File: config.mk
export PLATFORM = sky130hd
export DESIGN_NAME = bcd_multi_accumulator
export DESIGN_NICKNAME = d
export VERILOG_FILES = /design/src/rtl/bcd_multi_accumulator.sv
export SDC_FILE = /design/constraint.sdc
export NUM_CORES = 2
export LEC_CHECK = 0
export ABC_CLOCK_PERIOD_IN_PS = 9900
export BUFFER_PORTS_ARGS = -buffer_cell sky130_fd_sc_hd__buf_2
export CAP_MARGIN = 15
export CORE_MARGIN = 2
export CORE_UTILIZATION = 57
export DETAILED_ROUTE_END_ITERATION = 7
export HOLD_SLACK_MARGIN = 0.12
export PLACE_DENSITY_LB_ADDON = 0.12
export SETUP_SLACK_MARGIN = 0.1
export SLEW_MARGIN = 15
export SYNTH_ARGS = -nofsm -noshare
export SYNTH_HDL_FRONTEND = slang
export SYNTH_HIERARCHICAL = 1
export SYNTH_SLANG_ARGS = --single-unit
File: constraint.sdc
create_clock -name clk -period 9.9 [get_ports clk]
set_input_delay 1.98 -clock clk [delete_from_list [all_inputs] [get_ports clk]]
set_output_delay 1.98 -clock clk [all_outputs]
set_load 0.005 [all_outputs]
File: src/rtl/bcd_multi_accumulator.sv
// N-channel BCD digit accumulator: a steered digit stream is folded into binary
// (acc*10 + digit) per channel, with sign, overflow/bad-digit flags and a result handshake.

module bcd_acc_chan #(
  parameter int WIDTH = 64,
  parameter int CNT_W = 5
) (
  input  logic             clk,
  input  logic             rst,
  input  logic             beat,
  input  logic [3:0]       digit,
  input  logic             last,
  input  logic             neg,
  input  logic             clr,
  input  logic             take,
  output logic [WIDTH-1:0] value,
  output logic [CNT_W-1:0] num_digits,
  output logic             done,
  output logic             overflow,
  output logic             bad_digit
);
  typedef enum logic [1:0] {IDLE, ACCUM, DONE} state_t;

  localparam logic [WIDTH+3:0] TEN     = (WIDTH+4)'(10);
  localparam logic [WIDTH-1:0] VAL_MIN = {1'b1, {(WIDTH-1){1'b0}}};

  state_t state, state_nxt;

  logic [WIDTH+3:0] prod;
  logic [WIDTH-1:0] mag, value_nxt;
  logic             digit_ok, mul_ovf, neg_ovf;

  always_ff @(posedge clk or posedge rst) begin
    if (rst) state <= IDLE;
    else     state <= state_nxt;
  end

  always_comb begin
    state_nxt = state;
    if (clr) state_nxt = IDLE;
    else begin
      case (state)
        IDLE, ACCUM: if (beat) state_nxt = last ? DONE : ACCUM;
        DONE:        if (take) state_nxt = IDLE;
        default:     state_nxt = IDLE;
      endcase
    end
  end

  always_comb done = (state == DONE);

  // Once saturated the value is all-ones, so every further digit overflows again.
  always_comb begin
    digit_ok  = (digit <= 4'd9);
    prod      = {4'b0, value} * TEN + {{WIDTH{1'b0}}, digit};
    mul_ovf   = digit_ok && (prod[WIDTH+3:WIDTH] != 4'b0);
    mag       = !digit_ok ? value : (mul_ovf ? {WIDTH{1'b1}} : prod[WIDTH-1:0]);
    neg_ovf   = last && neg && (mag > VAL_MIN);
    value_nxt = mag;
    if (last && neg) value_nxt = neg_ovf ? VAL_MIN : -mag;
  end

  always_ff @(posedge clk or posedge rst) begin
    if (rst) begin
      value      <= '0;
      num_digits <= '0;
      overflow   <= 1'b0;
      bad_digit  <= 1'b0;
    end else if (clr || (done && take)) begin
      value      <= '0;
      num_digits <= '0;
      overflow   <= 1'b0;
      bad_digit  <= 1'b0;
    end else if (beat) begin
      value     <= value_nxt;
      overflow  <= overflow | mul_ovf | neg_ovf;
      bad_digit <= bad_digit | !digit_ok;
      if (digit_ok && (num_digits != {CNT_W{1'b1}})) num_digits <= num_digits + 1'b1;
    end
  end
endmodule

module bcd_multi_accumulator #(
  parameter int NUM_CHANNELS = 3,
  parameter int WIDTH        = 64,
  parameter int CNT_W        = 5
) (
  input  logic                    clk,
  input  logic                    rst,
  input  logic                    in_valid,
  output logic                    in_ready,
  input  logic [3:0]              in_digit,
  input  logic [NUM_CHANNELS-1:0] in_chan_sel,
  input  logic                    in_last,
  input  logic                    in_neg,
  input  logic [NUM_CHANNELS-1:0] clear,
  output logic [WIDTH-1:0]        out_value [NUM_CHANNELS],
  output logic [CNT_W-1:0]        out_num_digits [NUM_CHANNELS],
  output logic [NUM_CHANNELS-1:0] out_valid,
  input  logic [NUM_CHANNELS-1:0] out_ready,
  output logic [NUM_CHANNELS-1:0] out_overflow,
  output logic [NUM_CHANNELS-1:0] out_bad_digit
);
  logic [NUM_CHANNELS-1:0] done;

  // A channel holding a result or being cleared refuses beats; others stay open.
  assign in_ready  = !rst && $onehot(in_chan_sel) &&
                     ((in_chan_sel & (done | clear)) == '0);
  assign out_valid = done;

  for (genvar g = 0; g < NUM_CHANNELS; g++) begin : g_chan
    bcd_acc_chan #(.WIDTH(WIDTH), .CNT_W(CNT_W)) u_chan (
      .clk        (clk),
      .rst        (rst),
      .beat       (in_valid && in_ready && in_chan_sel[g]),
      .digit      (in_digit),
      .last       (in_last),
      .neg        (in_neg),
      .clr        (clear[g]),
      .take       (out_ready[g]),
      .value      (out_value[g]),
      .num_digits (out_num_digits[g]),
      .done       (done[g]),
      .overflow   (out_overflow[g]),
      .bad_digit  (out_bad_digit[g])
    );
  end
endmodule
==> out/metrics.csv <==
metric,value,unit
synth.cell_area,41420,µm²
num_vias,49178,
drive_above_1_share,0.09661,
ant_nets,0,
grt_pass1_vias,44714,
ys.flop_type,dfrtp_1,
routedWlPerCell,26.00,µm
synth.distinct_cells,123,
period_share,0.9222,
internal-power,1.837,mW
yosys.area.top_type,dfrtp_1,
yosysSeqAreaShare,0.1323,
synthArstFlopShare,1.000,
overflow,0,
antenna_found_initial,8,
relSlewSlack,0.2049,
wl,176600,µm
maxCapViolations,0,
drtPass1Iterations,8,
power-per-cell-area,63.05,nW/µm²
cts_max_path_buffers,3,
p_seq_frac,0.327,
grt_pass1_wl,266200,µm
setup_viol,0,
vias_per_cell,7.241,
tightest_slew,1.185,ns
cts_tree,yes,
synth_edf_count,0,
switchingPower,947.5,µW
rows,98,
drv_slew,0,
violations,DRC,
post-dp-hpwl,140200,µm
grt_usage,0.4518,
drc,5,
dieArea,74840,µm²
hold_path_class,register to register,
cp_data_required_time,10.41,ns
yosysMostFrequentCell,nand2_1,
numCtsBuffers,29,
rrSetupSlack,0.77,ns
core,71730,µm²
crit_path_end_kind,register,
syn-mean-instance-area,7.186,µm²
cts-root-buf,clkbuf_16,
initial_core_util,0.5775,
finalCriticalPeriod,9.130,ns
htree_levels,1,
yosysWarnings,6,
io_buffer_count,234,
p_clk_frac,0.424,
chipHeight,273.6,µm
grt_max_degree,74,
path_clk_slew,0.06,ns
critical_path.max_fanout,13,
fmax,0.1095,GHz
worst_slack,0.7703,ns
yosysTopAreaCellShare,0.1323,
post_cts_buffers,0,
routabilityCongestion,1.067,
ios,235,
cts_resized,0,
power_frac_comb,0.249,
nets,6230,
synth_cells,5764,
skew,0.03029,ns
stdcell_count,6792,
syn_nets,6179,
p_leak,19.19,nW
hold_violations,0,
die_x,273.6,µm
rsz0062_at_grt,no,
insertion_delay,0.63,ns
dp_slack,0.7658,ns
timing.hold.ws,0.4582,ns
critPathKind,register to register,
fin_tns_setup,0,ns
area_growth,6.639,%
synth-seq-cells,219,
clock-sinks,219,
synthTopCellsByArea,"dfrtp_1 13%, ha_1 12%, nand2_1 6.2%",
cts_hold_buf,0,
cp_data_arrival_time,9.64,ns
status,"complete, but fails checks",
drt_iter0_markers,6614,
switching_share,0.3402,
synth_common_cells,"682 x nand2_1, 517 x nor2_1, 454 x o21ai_0",
peakVddDrop,0.1311,mV
dp.cells,6734,
critPathLaunchType,register,
-- cells in the final DEF, fill, tap and decap left out, types with 60 or more instances in the layout --
master,n
a21o_1,81
or3_1,87
buf_2,234
nand2_1,682
nand4_1,172
a21oi_1,437
and2_1,63
ha_1,390
o22ai_1,60
nand3_1,134
and3_1,72
nor3_1,195
dfrtp_1,219
a31oi_1,106
o21a_1,95
nor4_1,103
o21ai_0,451
inv_1,85
nor2_1,514
nand2b_1,62
xnor2_1,223
xor2_1,189
buf_4,69
-- sequential cells by signal (all words and copies together) (netlist names) --
name	cells
g_chan.u_chan/value	192
g_chan.u_chan/num_digits	15
g_chan.u_chan/state	6
g_chan.u_chan/bad_digit	3
g_chan.u_chan/overflow	3
-- per-layer routing --
| metal | up-vias | track usage | wire length, µm |
|---|---|---|---|
| met4 | 4 | 0.2194 | 10280 |
| met5 | - | 0 | 27 |
| met3 | 629 | 0.1114 | 22520 |
| met1 | 23224 | 0.6125 | 71210 |
| met2 | 3312 | 0.6667 | 72540 |
| li1 | 22009 | - | - |
-- cell families (layout without fill, tap and decap cells) --
| family | Yosys count | in the layout | synth area share |
|---|---|---|---|
| AO/OA/AOI/OAI | 1922 | 1922 | 0.3086 |
| XOR/XNOR | 418 | 418 | 0.09001 |
| adder cells (fa/ha/maj) | 397 | 397 | 0.1212 |
| buffers and inverters | 372 | 446 | 0.03918 |
| flip-flops | 219 | 219 | 0.1323 |
| multiplexers | 31 | 31 | 0.007491 |
| other | 0 | 4 | 0 |
| AND/OR/NAND/NOR | 2405 | 2405 | 0.3012 |
-- per-stage QoR --
stage,power [mW],util,area (µm²)
after floorplan,1.413,-,41420
after global placement,1.579,0.6012,43120
after detailed placement,1.587,0.6012,43120
after CTS,2.767,0.6157,44160
after global routing,2.873,0.6158,44170
final,2.785,0.6158,44170
-- power by group through the flow --
stage	Clock (mW)	Sequential (mW)	Combinational (mW)
2_1_floorplan	0	0.921	0.491
3_3_place_gp	0	0.926	0.652
3_5_place_dp	0	0.927	0.660
4_1_cts	1.19	0.910	0.665
5_1_grt	1.22	0.911	0.744
6_report	1.18	0.911	0.693
-- worst max-delay path, cell delays in order (launching register included) --
cell and delay (ns):
dfrtp_1 0.50, ha_1 0.37, ha_1 0.46, a21oi_1 0.29
o21ai_1 0.21, a21boi_0 0.63, o21ai_0 0.27, o31ai_1 0.66
xor2_1 0.30, nor3b_1 0.62, nand3_1 0.34, nor4_2 0.70
nand3_2 0.48, and2_1 0.35, o22ai_1 0.19, ha_1 0.21
nor3b_1 0.31, or2_2 0.20, nand4_1 0.38, nor4_4 0.37
or2_1 0.58, or3b_1 0.39, and3_1 0.17
-- final timing paths --
path / start / endpoint / depth (start not counted)
setup reg to reg: g_chan[2].u_chan/value[25]$_DFFE_PP0P_ / g_chan[2].u_chan/value[63]$_DFFE_PP0P_ / 22
min in group asynchronous: rst / g_chan[1].u_chan/state[1]$_DFFE_PP0P_ / 2
max in group asynchronous: rst / g_chan[2].u_chan/value[9]$_DFFE_PP0P_ / 3
hold reg to reg: g_chan[2].u_chan/state[1]$_DFFE_PP0P_ / g_chan[2].u_chan/state[0]$_DFFE_PP0P_ / 1
setup / recovery: g_chan[2].u_chan/value[25]$_DFFE_PP0P_ / g_chan[2].u_chan/value[63]$_DFFE_PP0P_ / 22
hold / removal: g_chan[2].u_chan/state[1]$_DFFE_PP0P_ / g_chan[2].u_chan/state[0]$_DFFE_PP0P_ / 1
-- cell type report --
| cell class | count | area, µm² |
|---|---|---|
| clock buffer | 43 | 858.3 |
| timing repair buffer | 304 | 1709 |
| tap | 950 | 1189 |
| clock inverter | 11 | 180.2 |
| sequential | 219 | 5480 |
| inverter | 88 | 332.8 |
| multi-input combinational | 5173 | 34410 |
| fill | 6886 | 27560 |
| antenna | 4 | 10.01 |
(Power assumes the default switching activity.)
